<file path="src/rtl/core_job_sequencer_if.sv">
// rtl/core_job_sequencer_if.sv - Wishbone-style master/slave bus between the job sequencer and CORE_TOP
interface core_job_sequencer_if #(
    parameter int WIDTH = 8
);
    logic             cyc;
    logic             stb;
    logic             we;
    logic             sel;
    logic [31:0]      addr;
    logic [WIDTH-1:0] wdata;
    logic             stall;
    logic             ack;
    logic             err;
    logic [WIDTH-1:0] rdata;

    modport master (
        output cyc, stb, we, sel, addr, wdata,
        input  stall, ack, err, rdata
    );

    modport slave (
        input  cyc, stb, we, sel, addr, wdata,
        output stall, ack, err, rdata
    );
endinterface

</file>
<file path="src/rtl/core_job_sequencer.sv">
// rtl/core_job_sequencer.sv - runs one CORE_TOP inference job: load grid, trigger, poll, read solution
module core_job_sequencer #(
    parameter int          NUM_INPUTS      = 16,
    parameter int          WIDTH           = 8,
    parameter logic [14:0] GRID_OFFSET     = 15'h0000,
    parameter logic [14:0] CTRL_OFFSET     = 15'h0010,
    parameter logic [14:0] STATUS_OFFSET   = 15'h0011,
    parameter logic [14:0] SOLUTION_OFFSET = 15'h0012,
    parameter int          MAX_POLLS       = 1000,
    parameter int          POLL_GAP        = 4
) (
    input  logic                        clk,
    input  logic                        rst,
    input  logic                        start,
    input  logic [NUM_INPUTS*WIDTH-1:0] grid,
    output logic                        busy,
    output logic                        done,
    output logic [WIDTH-1:0]            result,
    output logic [1:0]                  err_code,
    core_job_sequencer_if.master        wb
);
    typedef enum logic [3:0] {
        S_IDLE, S_LOAD, S_CTRL_RD, S_TRIG_SET, S_TRIG_CLR,
        S_POLL_WAIT, S_POLL, S_SOL_RD, S_DONE
    } state_t;

    localparam int IW  = $clog2(NUM_INPUTS + 1);
    localparam int PCW = ($clog2(MAX_POLLS + 1) < 10) ? 10 : $clog2(MAX_POLLS + 1);
    localparam int GW  = $clog2(POLL_GAP + 2);
    localparam logic [GW-1:0] GAP_LOAD = GW'((POLL_GAP > 0) ? POLL_GAP - 1 : 0);

    state_t                      state;
    logic [NUM_INPUTS*WIDTH-1:0] grid_q;
    logic [IW-1:0]               idx;
    logic [PCW-1:0]              poll_cnt;
    logic [PCW-1:0]              poll_nxt;
    logic [GW-1:0]               gap_cnt;
    logic [WIDTH-1:0]            ctrl_shadow;
    logic                        cyc_q;
    logic                        stb_q;
    logic                        we_q;
    logic [31:0]                 addr_q;
    logic [WIDTH-1:0]            wdata_q;
    logic                        acc_we;
    logic [14:0]                 acc_off;
    logic [WIDTH-1:0]            acc_wdata;

    function automatic logic [31:0] wb_addr(input logic [14:0] off);
        return {14'd0, 1'b1, off, 2'b00};
    endfunction

    // Access descriptor for whichever bus state we are in; issued only when the bus is idle.
    always_comb begin
        acc_we    = 1'b0;
        acc_off   = STATUS_OFFSET;
        acc_wdata = '0;
        case (state)
            S_LOAD: begin
                acc_we    = 1'b1;
                acc_off   = GRID_OFFSET + 15'(idx);
                acc_wdata = grid_q[idx*WIDTH +: WIDTH];
            end
            S_CTRL_RD:  acc_off = CTRL_OFFSET;
            S_TRIG_SET: begin
                acc_we    = 1'b1;
                acc_off   = CTRL_OFFSET;
                acc_wdata = ctrl_shadow | WIDTH'(2);
            end
            S_TRIG_CLR: begin
                acc_we    = 1'b1;
                acc_off   = CTRL_OFFSET;
                acc_wdata = ctrl_shadow & ~WIDTH'(2);
            end
            S_SOL_RD:   acc_off = SOLUTION_OFFSET;
            default:    acc_off = STATUS_OFFSET;
        endcase
    end

    assign poll_nxt = (poll_cnt == '1) ? poll_cnt : poll_cnt + 1'b1;

    assign wb.cyc   = cyc_q;
    assign wb.stb   = stb_q;
    assign wb.we    = we_q;
    assign wb.sel   = cyc_q;
    assign wb.addr  = addr_q;
    assign wb.wdata = wdata_q;

    always_ff @(posedge clk or negedge rst) begin
        if (!rst) begin
            state       <= S_IDLE;
            grid_q      <= '0;
            idx         <= '0;
            poll_cnt    <= '0;
            gap_cnt     <= '0;
            ctrl_shadow <= '0;
            cyc_q       <= 1'b0;
            stb_q       <= 1'b0;
            we_q        <= 1'b0;
            addr_q      <= '0;
            wdata_q     <= '0;
            busy        <= 1'b0;
            done        <= 1'b0;
            result      <= '0;
            err_code    <= 2'b00;
        end else begin
            done <= 1'b0;
            case (state)
                S_IDLE: begin
                    if (start) begin
                        grid_q   <= grid;
                        busy     <= 1'b1;
                        idx      <= '0;
                        poll_cnt <= '0;
                        state    <= S_LOAD;
                    end
                end
                S_POLL_WAIT: begin
                    if (gap_cnt == '0) state <= S_POLL;
                    else               gap_cnt <= gap_cnt - 1'b1;
                end
                S_DONE: state <= S_IDLE;
                default: begin
                    if (!cyc_q) begin
                        cyc_q   <= 1'b1;
                        stb_q   <= 1'b1;
                        we_q    <= acc_we;
                        addr_q  <= wb_addr(acc_off);
                        wdata_q <= acc_wdata;
                    end else begin
                        if (stb_q && !wb.stall) stb_q <= 1'b0;
                        if (wb.err || wb.ack) begin
                            cyc_q <= 1'b0;
                            stb_q <= 1'b0;
                            we_q  <= 1'b0;
                        end
                        if (wb.err) begin
                            err_code <= 2'b10;
                            done     <= 1'b1;
                            busy     <= 1'b0;
                            state    <= S_DONE;
                        end else if (wb.ack) begin
                            case (state)
                                S_LOAD: begin
                                    if (idx == IW'(NUM_INPUTS - 1)) state <= S_CTRL_RD;
                                    else                            idx   <= idx + 1'b1;
                                end
                                S_CTRL_RD: begin
                                    ctrl_shadow <= wb.rdata;
                                    state       <= S_TRIG_SET;
                                end
                                S_TRIG_SET: state <= S_TRIG_CLR;
                                S_TRIG_CLR: begin
                                    gap_cnt <= GAP_LOAD;
                                    state   <= S_POLL_WAIT;
                                end
                                S_POLL: begin
                                    if (wb.rdata[0]) begin
                                        state <= S_SOL_RD;
                                    end else begin
                                        poll_cnt <= poll_nxt;
                                        if (poll_nxt == PCW'(MAX_POLLS)) begin
                                            err_code <= 2'b01;
                                            done     <= 1'b1;
                                            busy     <= 1'b0;
                                            state    <= S_DONE;
                                        end else begin
                                            gap_cnt <= GAP_LOAD;
                                            state   <= S_POLL_WAIT;
                                        end
                                    end
                                end
                                S_SOL_RD: begin
                                    result   <= wb.rdata;
                                    err_code <= 2'b00;
                                    done     <= 1'b1;
                                    busy     <= 1'b0;
                                    state    <= S_DONE;
                                end
                                default: state <= S_IDLE;
                            endcase
                        end
                    end
                end
            endcase
        end
    end
endmodule

</file>
<file path="src/flat_wrapper.sv">
// flat-port wrapper written by rule: the top's interface ports become plain ports
module core_job_sequencer_flat 
#(
    parameter int          NUM_INPUTS      = 16,
    parameter int          WIDTH           = 8,
    parameter logic [14:0] GRID_OFFSET     = 15'h0000,
    parameter logic [14:0] CTRL_OFFSET     = 15'h0010,
    parameter logic [14:0] STATUS_OFFSET   = 15'h0011,
    parameter logic [14:0] SOLUTION_OFFSET = 15'h0012,
    parameter int          MAX_POLLS       = 1000,
    parameter int          POLL_GAP        = 4
)
  (clk, rst, start, grid, busy, done, result, err_code, wb_cyc, wb_stb, wb_we, wb_sel, wb_addr, wb_wdata, wb_stall, wb_ack, wb_err, wb_rdata);
  core_job_sequencer_if #(.WIDTH(WIDTH)) wb_i ();
  input  logic clk;
  input  logic rst;
  input  logic start;
  input  logic [NUM_INPUTS*WIDTH-1:0] grid;
  output logic busy;
  output logic done;
  output logic [WIDTH-1:0] result;
  output logic [1:0] err_code;
  output wire logic [$bits(wb_i.cyc)-1:0] wb_cyc;
  output wire logic [$bits(wb_i.stb)-1:0] wb_stb;
  output wire logic [$bits(wb_i.we)-1:0] wb_we;
  output wire logic [$bits(wb_i.sel)-1:0] wb_sel;
  output wire logic [$bits(wb_i.addr)-1:0] wb_addr;
  output wire logic [$bits(wb_i.wdata)-1:0] wb_wdata;
  input wire logic [$bits(wb_i.stall)-1:0] wb_stall;
  input wire logic [$bits(wb_i.ack)-1:0] wb_ack;
  input wire logic [$bits(wb_i.err)-1:0] wb_err;
  input wire logic [$bits(wb_i.rdata)-1:0] wb_rdata;
  assign wb_cyc = wb_i.cyc;
  assign wb_stb = wb_i.stb;
  assign wb_we = wb_i.we;
  assign wb_sel = wb_i.sel;
  assign wb_addr = wb_i.addr;
  assign wb_wdata = wb_i.wdata;
  assign wb_i.stall = wb_stall;
  assign wb_i.ack = wb_ack;
  assign wb_i.err = wb_err;
  assign wb_i.rdata = wb_rdata;
  core_job_sequencer #(.NUM_INPUTS(NUM_INPUTS), .WIDTH(WIDTH), .GRID_OFFSET(GRID_OFFSET), .CTRL_OFFSET(CTRL_OFFSET), .STATUS_OFFSET(STATUS_OFFSET), .SOLUTION_OFFSET(SOLUTION_OFFSET), .MAX_POLLS(MAX_POLLS), .POLL_GAP(POLL_GAP)) u_core (.clk(clk), .rst(rst), .start(start), .grid(grid), .busy(busy), .done(done), .result(result), .err_code(err_code), .wb(wb_i));
endmodule
</file>
<file path="config.mk">
export PLATFORM = sky130hd
export DESIGN_NAME = core_job_sequencer_flat
export DESIGN_NICKNAME = d
export VERILOG_FILES = /design/src/rtl/core_job_sequencer_if.sv /design/src/rtl/core_job_sequencer.sv /design/src/flat_wrapper.sv
export SDC_FILE = /design/constraint.sdc
export NUM_CORES = 1
export LEC_CHECK = 0
export CORE_ASPECT_RATIO = 1.25
export CORE_UTILIZATION = 30
export CTS_CLUSTER_DIAMETER = 80
export DETAILED_ROUTE_END_ITERATION = 8
export GPL_TIMING_DRIVEN = 0
export PLACE_DENSITY = 0.63
export SLEW_MARGIN = 20
export SYNTH_ARGS = -nofsm -noshare
export SYNTH_HDL_FRONTEND = slang
export SYNTH_SLANG_ARGS = --single-unit
export TNS_END_PERCENT = 5
</file>
<file path="constraint.sdc">
create_clock -name clk -period 2.45 [get_ports clk]
set_clock_uncertainty 0.05 [all_clocks]
set_input_delay 0.245 -clock clk [delete_from_list [all_inputs] [get_ports clk]]
set_output_delay 0.245 -clock clk [all_outputs]
set_load 0.01 [all_outputs]
</file>
# Yosys cells after proc, flatten, opt, wreduce, memory -nomap -nowiden

Cells that the tools add are included.

Output and inout port bits: 56
Input port bits: 142
Register bits: 197

$add $sub $neg: 3
Reduce and logical (&&, ||, !) cells: 35
Equality and inequality tests: 27
Bitwise logic cells: 5
Multiplexer cells: 63
Shift operators: 1

Operators with widths:

| kind                    | count |
|---|---|
| $shiftx A128 B9 Y8      | 1 |
| $mux W10                | 7 |
| $mux W4                 | 8 |
| $mux W5                 | 6 |
| $pmux W4 S6             | 1 |
| $pmux W8 S3             | 1 |
| $reduce_and A7 Y1       | 3 |
| $eq A10 B10 Y1 const B  | 2 |
| $mux W1                 | 20 |
| $pmux W10 S2            | 1 |
| $mux W3                 | 6 |
| $eq A4 B3 Y1 const B    | 4 |
| $pmux W5 S3             | 1 |
| $reduce_and A5 Y1       | 3 |
| $reduce_bool A2 Y1      | 7 |
| $ne A3 B3 Y1 const B    | 4 |
| $pmux W3 S2             | 2 |
| $pmux W4 S3             | 1 |
| $add A10 B1 Y10 const B | 1 |
| $pmux W5 S2             | 1 |
| $reduce_bool A3 Y1      | 3 |
| $reduce_or A3 Y1        | 3 |
| $eq A4 B2 Y1 const B    | 2 |
| $mux W2                 | 4 |
| 25 further kinds        | 42 |

# Longest topological paths before layout

Gate-level depths: netlist of run 1.

Depth in word-level cells: 10
Depth in mapped cells: 8
Depth with buffers taken out: 7

# Least setup slack after synthesis of run 1

Ideal clock, no wire load.

Path type: flip-flop to flip-flop
Start: reg u_core.idx[3]
End: reg u_core.state[1]
Path slack: 180 ps
Stages on the path, launching flop included: 7
Arrival time: 2,095 ps
Clock period less this slack: 2,270 ps
Library setup time: 125 ps
Cells stage by stage: dfrtp_1 buf_1 and3_1 ha_1 o211ai_2 a311oi_4 mux2_2

Cells in the longest elaborated chain, start to end: 3

Ends and longest elaborated chain:

| what                        | line                      | RTL |
|---|---|---|
| from (decl)                 | core_job_sequencer.sv:34  | `logic [IW-1:0] idx;` |
| from (signal assigned)      | core_job_sequencer.sv:145 | `else idx <= idx + 1'b1;` |
| $eq A5 B4 Y1                | core_job_sequencer.sv:144 | `if (idx == IW'(NUM_INPUTS - 1)) state <= S_CTRL_RD;` |
| $ne A6 B2 Y1 (no line)      | --                        |  |
| $reduce_and A5 Y1 (no line) | --                        |  |
| to (signal assigned)        | core_job_sequencer.sv:144 |  |
| to (signal assigned)        | core_job_sequencer.sv:149 | `state <= S_TRIG_SET;` |
| to (signal assigned)        | core_job_sequencer.sv:151 | `S_TRIG_SET: state <= S_TRIG_CLR;` |
| to (decl)                   | core_job_sequencer.sv:32  | `state_t state;` |

Every way passes these cells.
A chain may end at the register's enable or synchronous reset.

# Worst setup path in the final report of run 1

Start: reg u_core.idx[0]
End: reg u_core.wdata_q[4], in the netlist u_core.wb.wdata[4]

Cells in the longest elaborated chain, start to end: 2

Ends and longest elaborated chain:

| what                 | line                      | RTL |
|---|---|---|
| $shiftx A128 B9 Y8   | core_job_sequencer.sv:61  | `acc_wdata = grid_q[idx*WIDTH +: WIDTH];` |
| $pmux W8 S3          | core_job_sequencer.sv:57  | `case (state)` |
| to (signal assigned) | core_job_sequencer.sv:128 | `wdata_q <= acc_wdata;` |
| to (decl)            | core_job_sequencer.sv:43  | `logic [WIDTH-1:0] wdata_q;` |

Every way passes these cells.

==> results of run 1 <==
-- worst max-delay path: stages, from the launching register on --
cell and delay [ns]:
dfrtp_1 0.36, clkbuf_4 0.25, buf_4 0.27, mux4_2 0.58, mux4_2 0.54, inv_1 0.09
o22ai_1 0.07
-- routing by layer --
metal  wire length [um]  share of wire
met5                  0              0
met4                943          0.034
met3               1040          0.037
met2              14000           0.50
met1              11800           0.42
-- final timing paths --
kind	from	endpoint	slack [ns]	cells after the start
worst max-delay path	u_core.idx[0]	u_core.wb.wdata[4]	0.12	6
worst min-delay path	rst	u_core.grid_q[32]	0.20	2
worst max register to register	u_core.idx[0]	u_core.wb.wdata[4]	0.12	6
worst min register to register	u_core.wb.addr[17]	u_core.wb.addr[17]	0.42	1
max in group asynchronous	rst	u_core.ctrl_shadow[2]	1.06	4
min in group clk	grid[82]	u_core.grid_q[82]	0.28	3
-- cell usage in the layout, fill, tap and decap left out, drive strengths merged, types with 7 or more instances in the layout --
| cell | n |
|---|---|
| mux4 | 40 |
| clkdlybuf4s50 | 169 |
| mux2 | 18 |
| conb | 26 |
| o22ai | 12 |
| clkbuf | 48 |
| a31oi | 12 |
| inv | 26 |
| nand4 | 7 |
| o21ai | 18 |
| dfrtp | 186 |
| nor2 | 28 |
| a21oi | 21 |
| buf | 63 |
| clkinv | 7 |
| nand2 | 407 |
-- power by group --
group | total [mW] | internal (mW) | switching [mW]
sequential | 5.07 | 4.37 | 0.700
combinational | 6.07 | 2.66 | 3.41
clock | 2.66 | 1.41 | 1.25
-- flip-flops by register name, summed over array words and instances (netlist names) --
signal              count
u_core.wb.cyc           1
u_core.poll_cnt        10
u_core.result           8
u_core.gap_cnt          3
u_core.err_code         2
u_core.wb.wdata         8
u_core.state            4
u_core.idx              5
u_core.wb.we            1
u_core.ctrl_shadow      7
u_core.wb.stb           1
u_core.wb.addr          6
u_core.done             1
u_core.grid_q         128
u_core.busy             1
-- cells by family (layout without fill, tap and decap cells) --
kind of cell	after synthesis	after routing	synth area share
flops	186	186	0.499
xor+xnor	3	3	0.00282
fa+ha+maj	6	6	0.00778
simple gates	503	503	0.227
mux	62	62	0.123
other cells	1	26	0.000402
buf+inv	112	316	0.0632
compound gates	103	103	0.0771
-- layout make-up --
cell class	instances	area, sq um	area share
buffer	90	548	0.0444
multi-input combinational	703	4220	0.342
inverter	22	82.6	0.00670
clock buffer	18	429	0.0348
timing repair buffer	173	1770	0.144
tap	401	502	0.0407
clock inverter	13	121	0.00984
sequential	186	4650	0.377
-- through the flow --
stage	instance area [sq um]	hold slack [ns]	setup TNS, ns	total power, mW	utilization
4_1_cts	12300	0.202	0	13.9	0.405
3_5_place_dp	11700	0.0813	-17.10	11.1	0.386
6_report	12300	0.201	0	13.8	0.407
2_1_floorplan	9420	-0.101	0	8.89	-
5_1_grt	12300	0.228	-0.0439	14.7	0.407
3_3_place_gp	11600	0.402	-1301.02	11.0	0.384
-- repair_timing --
| action | CTS | global route |
|---|---|---|
| pin swaps | 0 | 0 |
| endpoints found under the setup margin | 126 | 136 |
| hold buffers | 1 | 0 |
| cloned | 0 | 0 |
| hold endpoints to repair | 28 | 0 |
| buffers inserted | 0 | 0 |
| resized for setup | 20 | 20 |
==> impl_results.md, run 1 <==
- Slew HR: 0.584
- Crit path DAT: 2.59 ns
- HP Class: in -> async
- Max cap viols: 0
- Final hold vios: 0
- Initial antenna violation count: 0
- Area delta synth->final: 32.3%
- DRT antenna net count: 0
- Total Routing Usage GR: 0.178
- Crit end category: flip-flop
- Status: complete, no violations
- Pwr per Cell Area: ~1100 nW/um^2
- Startpoint Class: flip-flop
- Avg Cell Area, Syn: 9.55 sq um
- Placed insts: 1574
- Chip Width: between 150 and 200 um
- CORE AREA: approximately 30000 sq um
- Count of non-filler cells in the finished layout: 1606
- #FFs+latches synth: 186
- Leading area contributor after synthesis: dfrtp_1
- Min cycle time layout: 2.33 ns
- Clock sink count: 186
- Worst Tran Pin Value: 0.616 ns
- Synthesized area: 9330 sq um
- RSZ-0062 raised after global routing: true
- Synth top cells by count: nand2_1, dfrtp_1, mux4_2
- Gr busiest metal: met2
- Die Ht: roughly 200 um
- Clock slew at reported path FFs: around 0.07 ns
- DRT Wirelength: approximately 28000 um
- Via Count: around 7600
- Count leader, synth: nand2_1
- Global-route wire length before repair: 42600 um
- Cell count after synthesis: 976
- CTS tree: built
- I/O pins: 198
- Post-synth EDFFs: 0
- Pin count of the biggest net entering global routing: 97
- Vias per cell: 4.75
- Nets: 1340
- Critical path class: reg -> reg
- Total die area: 31800 sq um
- Leak pwr: slightly below 6 nW
- DRT Pass-1 Iters: 5
- Fraction of layout cells with a size suffix above 1: 0.161
- Final Setup Violations: 0
- Worst-skew pair later-pin latency: ~0.44 ns
- Num CTS Buffers: 17
- Post-synth top flop: dfrtp_1
- YS warnings: 0
- Post-DR wirelength/cell: between 15 and 20 um
- Yosys top cell area share: 0.499
- IO buf count: 170
- Post-synthesis sequential area ratio: 0.499
- Number of global-route vias before repair: 7534
- GPL Wtd Cong: about 0.92
- Fillers: slightly below 3000
- Max-slew violation count: 0
- H-tree levels: 4
- Ys async rst share: 1.00
- Dpl ws: -0.286 ns
- WP data required: 2.71 ns
- Antenna diode count: 0
- Fin crit share: 0.951
- Met3 GRT Util: 0.0282
- M1 GR Usage: 0.222
- Maximum clock frequency: 0.429 GHz
- Clock Path Buffers: 2
- Met2 Use GR: 0.306
- Initial Util: 0.308
- Critical path peak fanout: 10
- Synth cell types: 71
- Worst setup margin: 0.120 ns
- Synth top area cells: dfrtp_1, nand2_1, mux4_2
- Iteration-0 DRC count of the detailed router: 404
- Drt drc: 0
- Gr ovfl total: 0
- Cell Rows: 71
- CTS root buf: clkbuf_16
- HPWL Detailed: 20900 um
- Peak supply drop: 0.462 mV
Note: power is estimated with default switching activity, not from simulation.
==> run 2: changes to the inputs <==
--- a/config.mk
+++ b/config.mk
@@ -11,6 +11,7 @@
 export DETAILED_ROUTE_END_ITERATION = 8
 export GPL_TIMING_DRIVEN = 0
 export PLACE_DENSITY = 0.63
+export SKIP_CTS_REPAIR_TIMING = 1
 export SLEW_MARGIN = 20
 export SYNTH_ARGS = -nofsm -noshare
 export SYNTH_HDL_FRONTEND = slang
==> impl_results.md, run 2 (synthesis results as in run 1) <==
- Gr busiest metal: met2
- Total die area: 31800 sq um (unchanged)
- Peak supply drop: 0.463 mV (+0.14%)
- Max-slew violation count: 0 (unchanged)
- Fin crit share: 0.999 (+0.0481)
- Maximum clock frequency: 0.408 GHz (-4.8%)
- Reg area: 4650 sq um (unchanged)
- Commonest non-fill, non-tap cell in the layout: nand2_1
- WP data required: 2.71 ns (about the same)
- WP buf/inv: 3 (unchanged)
- Worst-skew pair later-pin latency: 0.44 ns (about the same)
- Via Count: 7600 (-0.46%)
- Pin count of the biggest net entering global routing: 97 (unchanged)
- Switching Share: 0.388 (about the same)
- HPWL Detailed: 20900 um (unchanged)
- Clock slew at reported path FFs: 0.07 ns (about the same)
- Clock sink count: 186 (unchanged)
- GPL Wtd Cong: 0.921 (unchanged)
- Psw: 5.36 mW (about the same)
- HP Class: in -> async
- Drt drc: 0 (unchanged)
- Int Pwr: 8.45 mW (+0.17%)
- Status: complete, no violations
- Critical path peak fanout: 10 (unchanged)
- Max reg flops: 128 (unchanged)
- Reg2reg path depth: 6 (unchanged)
- Worst path slowest cell: mux4_2
- Reg-to-reg startpoint: u_core.idx[1]
- Cell Rows: 71 (unchanged)
- Final Setup Violations: 0 (unchanged)
- Pwr per Cell Area: 1120 nW/um^2 (+0.17%)
- Critical path class: reg -> reg
- Gr ovfl total: 0 (unchanged)
- Multi-input gate area in the final layout: 4210 sq um (-0.27%)
- Most frequent cells in the layout: nand2_1, dfrtp_1, clkdlybuf4s50_1
- DRT Pass-1 Iters: 5 (unchanged)
- Global-route wire length before repair: 42600 um (about the same)
- Min cycle time layout: 2.45 ns (+0.118 ns)
- FF-to-FF End: u_core.wb.wdata[4]
- Final hold slack: 0.199 ns (-0.00267 ns)
- Fin util: 0.407 (about the same)
- Startpoint Class: flip-flop
- Slew HR: 0.583 (-0.000848)
- Sequential power share: 0.367 (about the same)
- Clock Path Buffers: 2 (unchanged)
- Area delta synth->final: 32.2% (about the same)
- TNS Setup: 0 ns (unchanged)
- RSZ-0062 raised after global routing: true
- Num CTS Buffers: 17 (unchanged)
- Final hold vios: 0 (unchanged)
- Leak pwr: 5.76 nW (-0.31%)
- Crit path depth: 6 (unchanged)
- IO buf count: 170 (unchanged)
- Met3 GRT Util: 0.0286 (+0.000415)
- Largest regs: u_core.grid_q (128), u_core.poll_cnt (10)
- Worst Tran Pin Value: 0.622 ns (+0.00564 ns)
- Crit path top cell by count: mux4_2
- Placed cell area: 11700 sq um (unchanged)
- Clk pwr share: 0.193 (about the same)
- Gate power share: 0.440 (about the same)
- Chip Width: 160 um (unchanged)
- CTS root buf: clkbuf_16
- Crit-path cells: clkbuf_1 -> clkbuf_2 -> mux4_2 -> mux4_2 -> inv_1 -> o22ai_1
- Antenna diode count: 0 (unchanged)
- Crit end category: flip-flop
- Initial Util: 0.308 (unchanged)
- Flop2flop setup slack: 0.002 ns (-0.12 ns)
- Die Ht: 199 um (unchanged)
- H-tree levels: 4 (unchanged)
- DRT antenna net count: 0 (unchanged)
- DRT Wirelength: 27700 um (about the same)
- CTS tree: built
- Nets: 1341 (+0.075%)
- Iteration-0 DRC count of the detailed router: 405 (+0.25%)
- Number of global-route vias before repair: 7516 (-0.24%)
- M1 GR Usage: 0.221 (-0.000267)
- Initial antenna violation count: 0 (unchanged)
- CORE AREA: 30300 sq um (unchanged)
- I/O pins: 198 (unchanged)
- Fillers: 2982 (+0.067%)
- Met2 Use GR: 0.306 (-0.000323)
- Largest stage delay on the critical path: 0.53 ns (-0.05 ns)
- Kind of cell adding the most delay to the critical path: multiplexers
- Crit path DAT: 2.71 ns (+0.12 ns)
- Post-DR wirelength/cell: 17.3 um (about the same)
- Top reg by flops: u_core.grid_q
- Fraction of layout cells with a size suffix above 1: 0.160 (-0.000963)
- Vias per cell: 4.73 (-0.52%)
- Post-route cell area: 12300 sq um (about the same)
- Max cap viols: 0 (unchanged)
- Total Routing Usage GR: 0.178 (about the same)
## run 2: cell count changes in the layout (fill, tap and decap cells not counted)
cell	before	now
clkbuf_2	15	14
buf_4	30	31
nor2b_1	5	6
nor4b_4	1	0
clkbuf_1	15	16
nor4b_2	1	2
nor2b_2	1	0
## run 2: area by class of cell
type                            count  area share
Buffer                             90      0.0444
Clock buffer                       18      0.0348
Clock inverter                     13     0.00984
Inverter                           22     0.00670
Multi-Input combinational cell    703       0.342
Sequential cell                   186       0.378
Tap cell                          401      0.0407
Timing Repair Buffer              174       0.144
## run 2: how the worst max path moves through the flow
| stage | startpoint | to | slack [ns] |
|---|---|---|---|
| final | u_core.idx[1] | u_core.wb.wdata[4] | 0.002 |
| after global routing | u_core.idx[1] | u_core.wb.wdata[4] | -0.07 |
| after CTS | u_core.idx[1] | u_core.wb.wdata[4] | -0.30 |
| after detailed placement | u_core.idx[1] | u_core.wb.wdata[4] | -0.29 |
| after global placement | rst | u_core.grid_q[127] | -6.95 |
| after floorplan | u_core.idx[3] | u_core.state[1] | 0.18 |
## run 2: worst reg2reg max path: stages (launching register included)
cell and delay (ns):
dfrtp_1 0.35, clkbuf_1 0.41, clkbuf_2 0.40, mux4_2 0.41, mux4_2 0.53, inv_1 0.09
o22ai_1 0.07
## run 2: metrics by stage
step / power (mW) / setup WS, ns / std cells
finish: 13.8 / 0.00185 / 1607
CTS: 13.8 / -0.297 / 1605
floorplan: 8.89 / 0.180 / 1001
global route: 14.8 / -0.0724 / 1607
detailed placement: 11.1 / -0.286 / 1574
global placement: 11.0 / -6.95 / 1572
## run 2: power by group through the flow
stage	combinational, mW	sequential (mW)	clock [mW]
after CTS	6.05	5.06	2.73
after global routing	6.70	5.22	2.84
after floorplan	3.94	4.95	0
final	6.08	5.07	2.66
after global placement	5.90	5.05	0
after detailed placement	6.03	5.10	0
## run 2: routing by layer
metal  part of all wire  up-vias
met5                  0        -
met4              0.035        0
met3              0.039       41
met2               0.50      220
met1               0.42     3677
li1                   -     3662
==> run 3: changes to the inputs <==
--- a/config.mk
+++ b/config.mk
@@ -5,6 +5,7 @@
 export SDC_FILE = /design/constraint.sdc
 export NUM_CORES = 1
 export LEC_CHECK = 0
+export CAP_MARGIN = 25
 export CORE_ASPECT_RATIO = 1.25
 export CORE_UTILIZATION = 30
 export CTS_CLUSTER_DIAMETER = 80
==> impl_results.md, run 3 (synthesis results as in run 1) <==
- Largest regs: u_core.grid_q (128), u_core.poll_cnt (10)
- Final Setup Violations: 0 (unchanged)
- HPWL Detailed: 20900 um (unchanged)
- Post-route cell area: 12300 sq um (about the same)
- Number of global-route vias before repair: 7516 (unchanged)
- WP data required: 2.71 ns (about the same)
- Via Count: 7583 (-0.22%)
- HP Class: in -> async
- Clock slew at reported path FFs: 0.07 ns (about the same)
- Global-route wire length before repair: 42600 um (unchanged)
- Antenna diode count: 0 (unchanged)
- Placed cell area: 11700 sq um (unchanged)
- Critical path peak fanout: 10 (unchanged)
- Max reg flops: 128 (unchanged)
- Min cycle time layout: 2.33 ns (-0.117 ns)
- GPL Wtd Cong: 0.921 (unchanged)
- Initial Util: 0.308 (unchanged)
- Flop2flop setup slack: 0.12 ns (+0.12 ns)
- Pwr per Cell Area: 1120 nW/um^2 (about the same)
- DRT Pass-1 Iters: 5 (unchanged)
- Total Routing Usage GR: 0.178 (unchanged)
- Fin crit share: 0.951 (-0.0478)
- Count of non-filler cells in the finished layout: 1608 (+0.062%)
- Startpoint Class: flip-flop
- Nets: 1342 (+0.075%)
- Maximum clock frequency: 0.429 GHz (+5.0%)
- Crit path DAT: 2.59 ns (-0.12 ns)
- Clock sink count: 186 (unchanged)
- Reg-to-reg startpoint: u_core.idx[0]
- Int Pwr: 8.46 mW (about the same)
- Total die area: 31800 sq um (unchanged)
- Leak pwr: 5.76 nW (about the same)
- Die Ht: 199 um (unchanged)
- Num CTS Buffers: 17 (unchanged)
- Most frequent cells in the layout: nand2_1, dfrtp_1, clkdlybuf4s50_1
- Critical path class: reg -> reg
- Iteration-0 DRC count of the detailed router: 405 (unchanged)
- Pin count of the biggest net entering global routing: 97 (unchanged)
- DRT Wirelength: 27700 um (about the same)
- Drt drc: 0 (unchanged)
- DRT antenna net count: 0 (unchanged)
- Status: complete, no violations
- I/O pins: 198 (unchanged)
- Gate power share: 0.441 (about the same)
- Clk pwr share: 0.193 (about the same)
- Cell Rows: 71 (unchanged)
- CTS tree: built
- CTS root buf: clkbuf_16
- Chip Width: 160 um (unchanged)
- Post-DR wirelength/cell: 17.2 um (about the same)
- Top reg by flops: u_core.grid_q
- Worst Setup SP: u_core.idx[0]
- Worst Setup EP: u_core.wb.wdata[4]
- Fraction of layout cells with a size suffix above 1: 0.161 (+0.000696)
- Peak supply drop: 0.464 mV (+0.40%)
- Worst-skew pair later-pin latency: 0.44 ns (about the same)
- IO buf count: 170 (unchanged)
- Clock Path Buffers: 2 (unchanged)
- Final hold vios: 0 (unchanged)
- FF-to-FF End: u_core.wb.wdata[4]
- H-tree levels: 4 (unchanged)
- Slew HR: 0.577 (-0.00582)
- Psw: 5.37 mW (+0.13%)
- Area delta synth->final: 32.2% (about the same)
- Gr ovfl total: 0 (unchanged)
- RSZ-0062 raised after global routing: false
- Vias per cell: 4.72 (-0.29%)
- Reg2reg path depth: 6 (unchanged)
- Initial antenna violation count: 0 (unchanged)
- Max cap viols: 0 (unchanged)
- Sequential power share: 0.366 (about the same)
- Crit end category: flip-flop
- CORE AREA: 30300 sq um (unchanged)
- Commonest non-fill, non-tap cell in the layout: nand2_1
- Placed insts: 1574 (unchanged)
- Worst Tran Pin Value: 0.634 ns (+0.0125 ns)
- Switching Share: 0.388 (about the same)
- Max-slew violation count: 0 (unchanged)
[run 3: area by class of cell]
cell class	instances	area, sq um
Fill cell	2984	18000
Clock buffer	18	429
Sequential cell	186	4650
Tap cell	401	502
Clock inverter	13	121
Timing Repair Buffer	175	1780
Buffer	90	551
Inverter	22	82.6
Multi-Input combinational cell	703	4210
[run 3: power by group through the flow]
stage                     clock network [mW]  logic, mW  registers [mW]
after floorplan                            0       3.94            4.95
after global routing                    2.84       6.71            5.22
after detailed placement                   0       6.03            5.10
after global placement                     0       5.90            5.05
after CTS                               2.73       6.05            5.06
final                                   2.66       6.10            5.07
[run 3: critical path: stages (launching register included)]
cell      delay (ns)
dfrtp_1         0.36
clkbuf_4        0.25
buf_4           0.27
mux4_2          0.58
mux4_2          0.54
inv_1           0.09
o22ai_1         0.07
[run 3: worst min-delay path by stage]
stage | cells after the start | end
5_1_grt | 2 | u_core.done
3_5_place_dp | 1 | u_core.grid_q[11]
4_1_cts | 1 | u_core.done
2_1_floorplan | 0 | u_core.busy
3_3_place_gp | 2 | u_core.grid_q[121]
6_report | 2 | u_core.grid_q[32]
[run 3: metrics by stage]
| stage | TNS, ns | hold WS, ns | power (mW) | util | setup WS [ns] |
|---|---|---|---|---|---|
| after global routing | 0 | 0.228 | 14.8 | 0.407 | 0.00186 |
| after floorplan | 0 | -0.101 | 8.89 | - | 0.180 |
| after CTS | -19.98 | -0.400 | 13.8 | 0.404 | -0.297 |
| after detailed placement | -17.10 | 0.0813 | 11.1 | 0.386 | -0.286 |
| after global placement | -1301.02 | 0.402 | 11.0 | 0.384 | -6.95 |
| final | 0 | 0.199 | 13.8 | 0.407 | 0.119 |
[run 3: per-layer routing]
metal	global-route usage	share of wire	up-vias	wire, um
li1	-	-	3661	-
met1	0.221	0.42	3674	11800
met2	0.306	0.50	205	13900
met3	0.0286	0.038	43	1040
met4	0.0801	0.035	0	969
met5	0	0	-	0
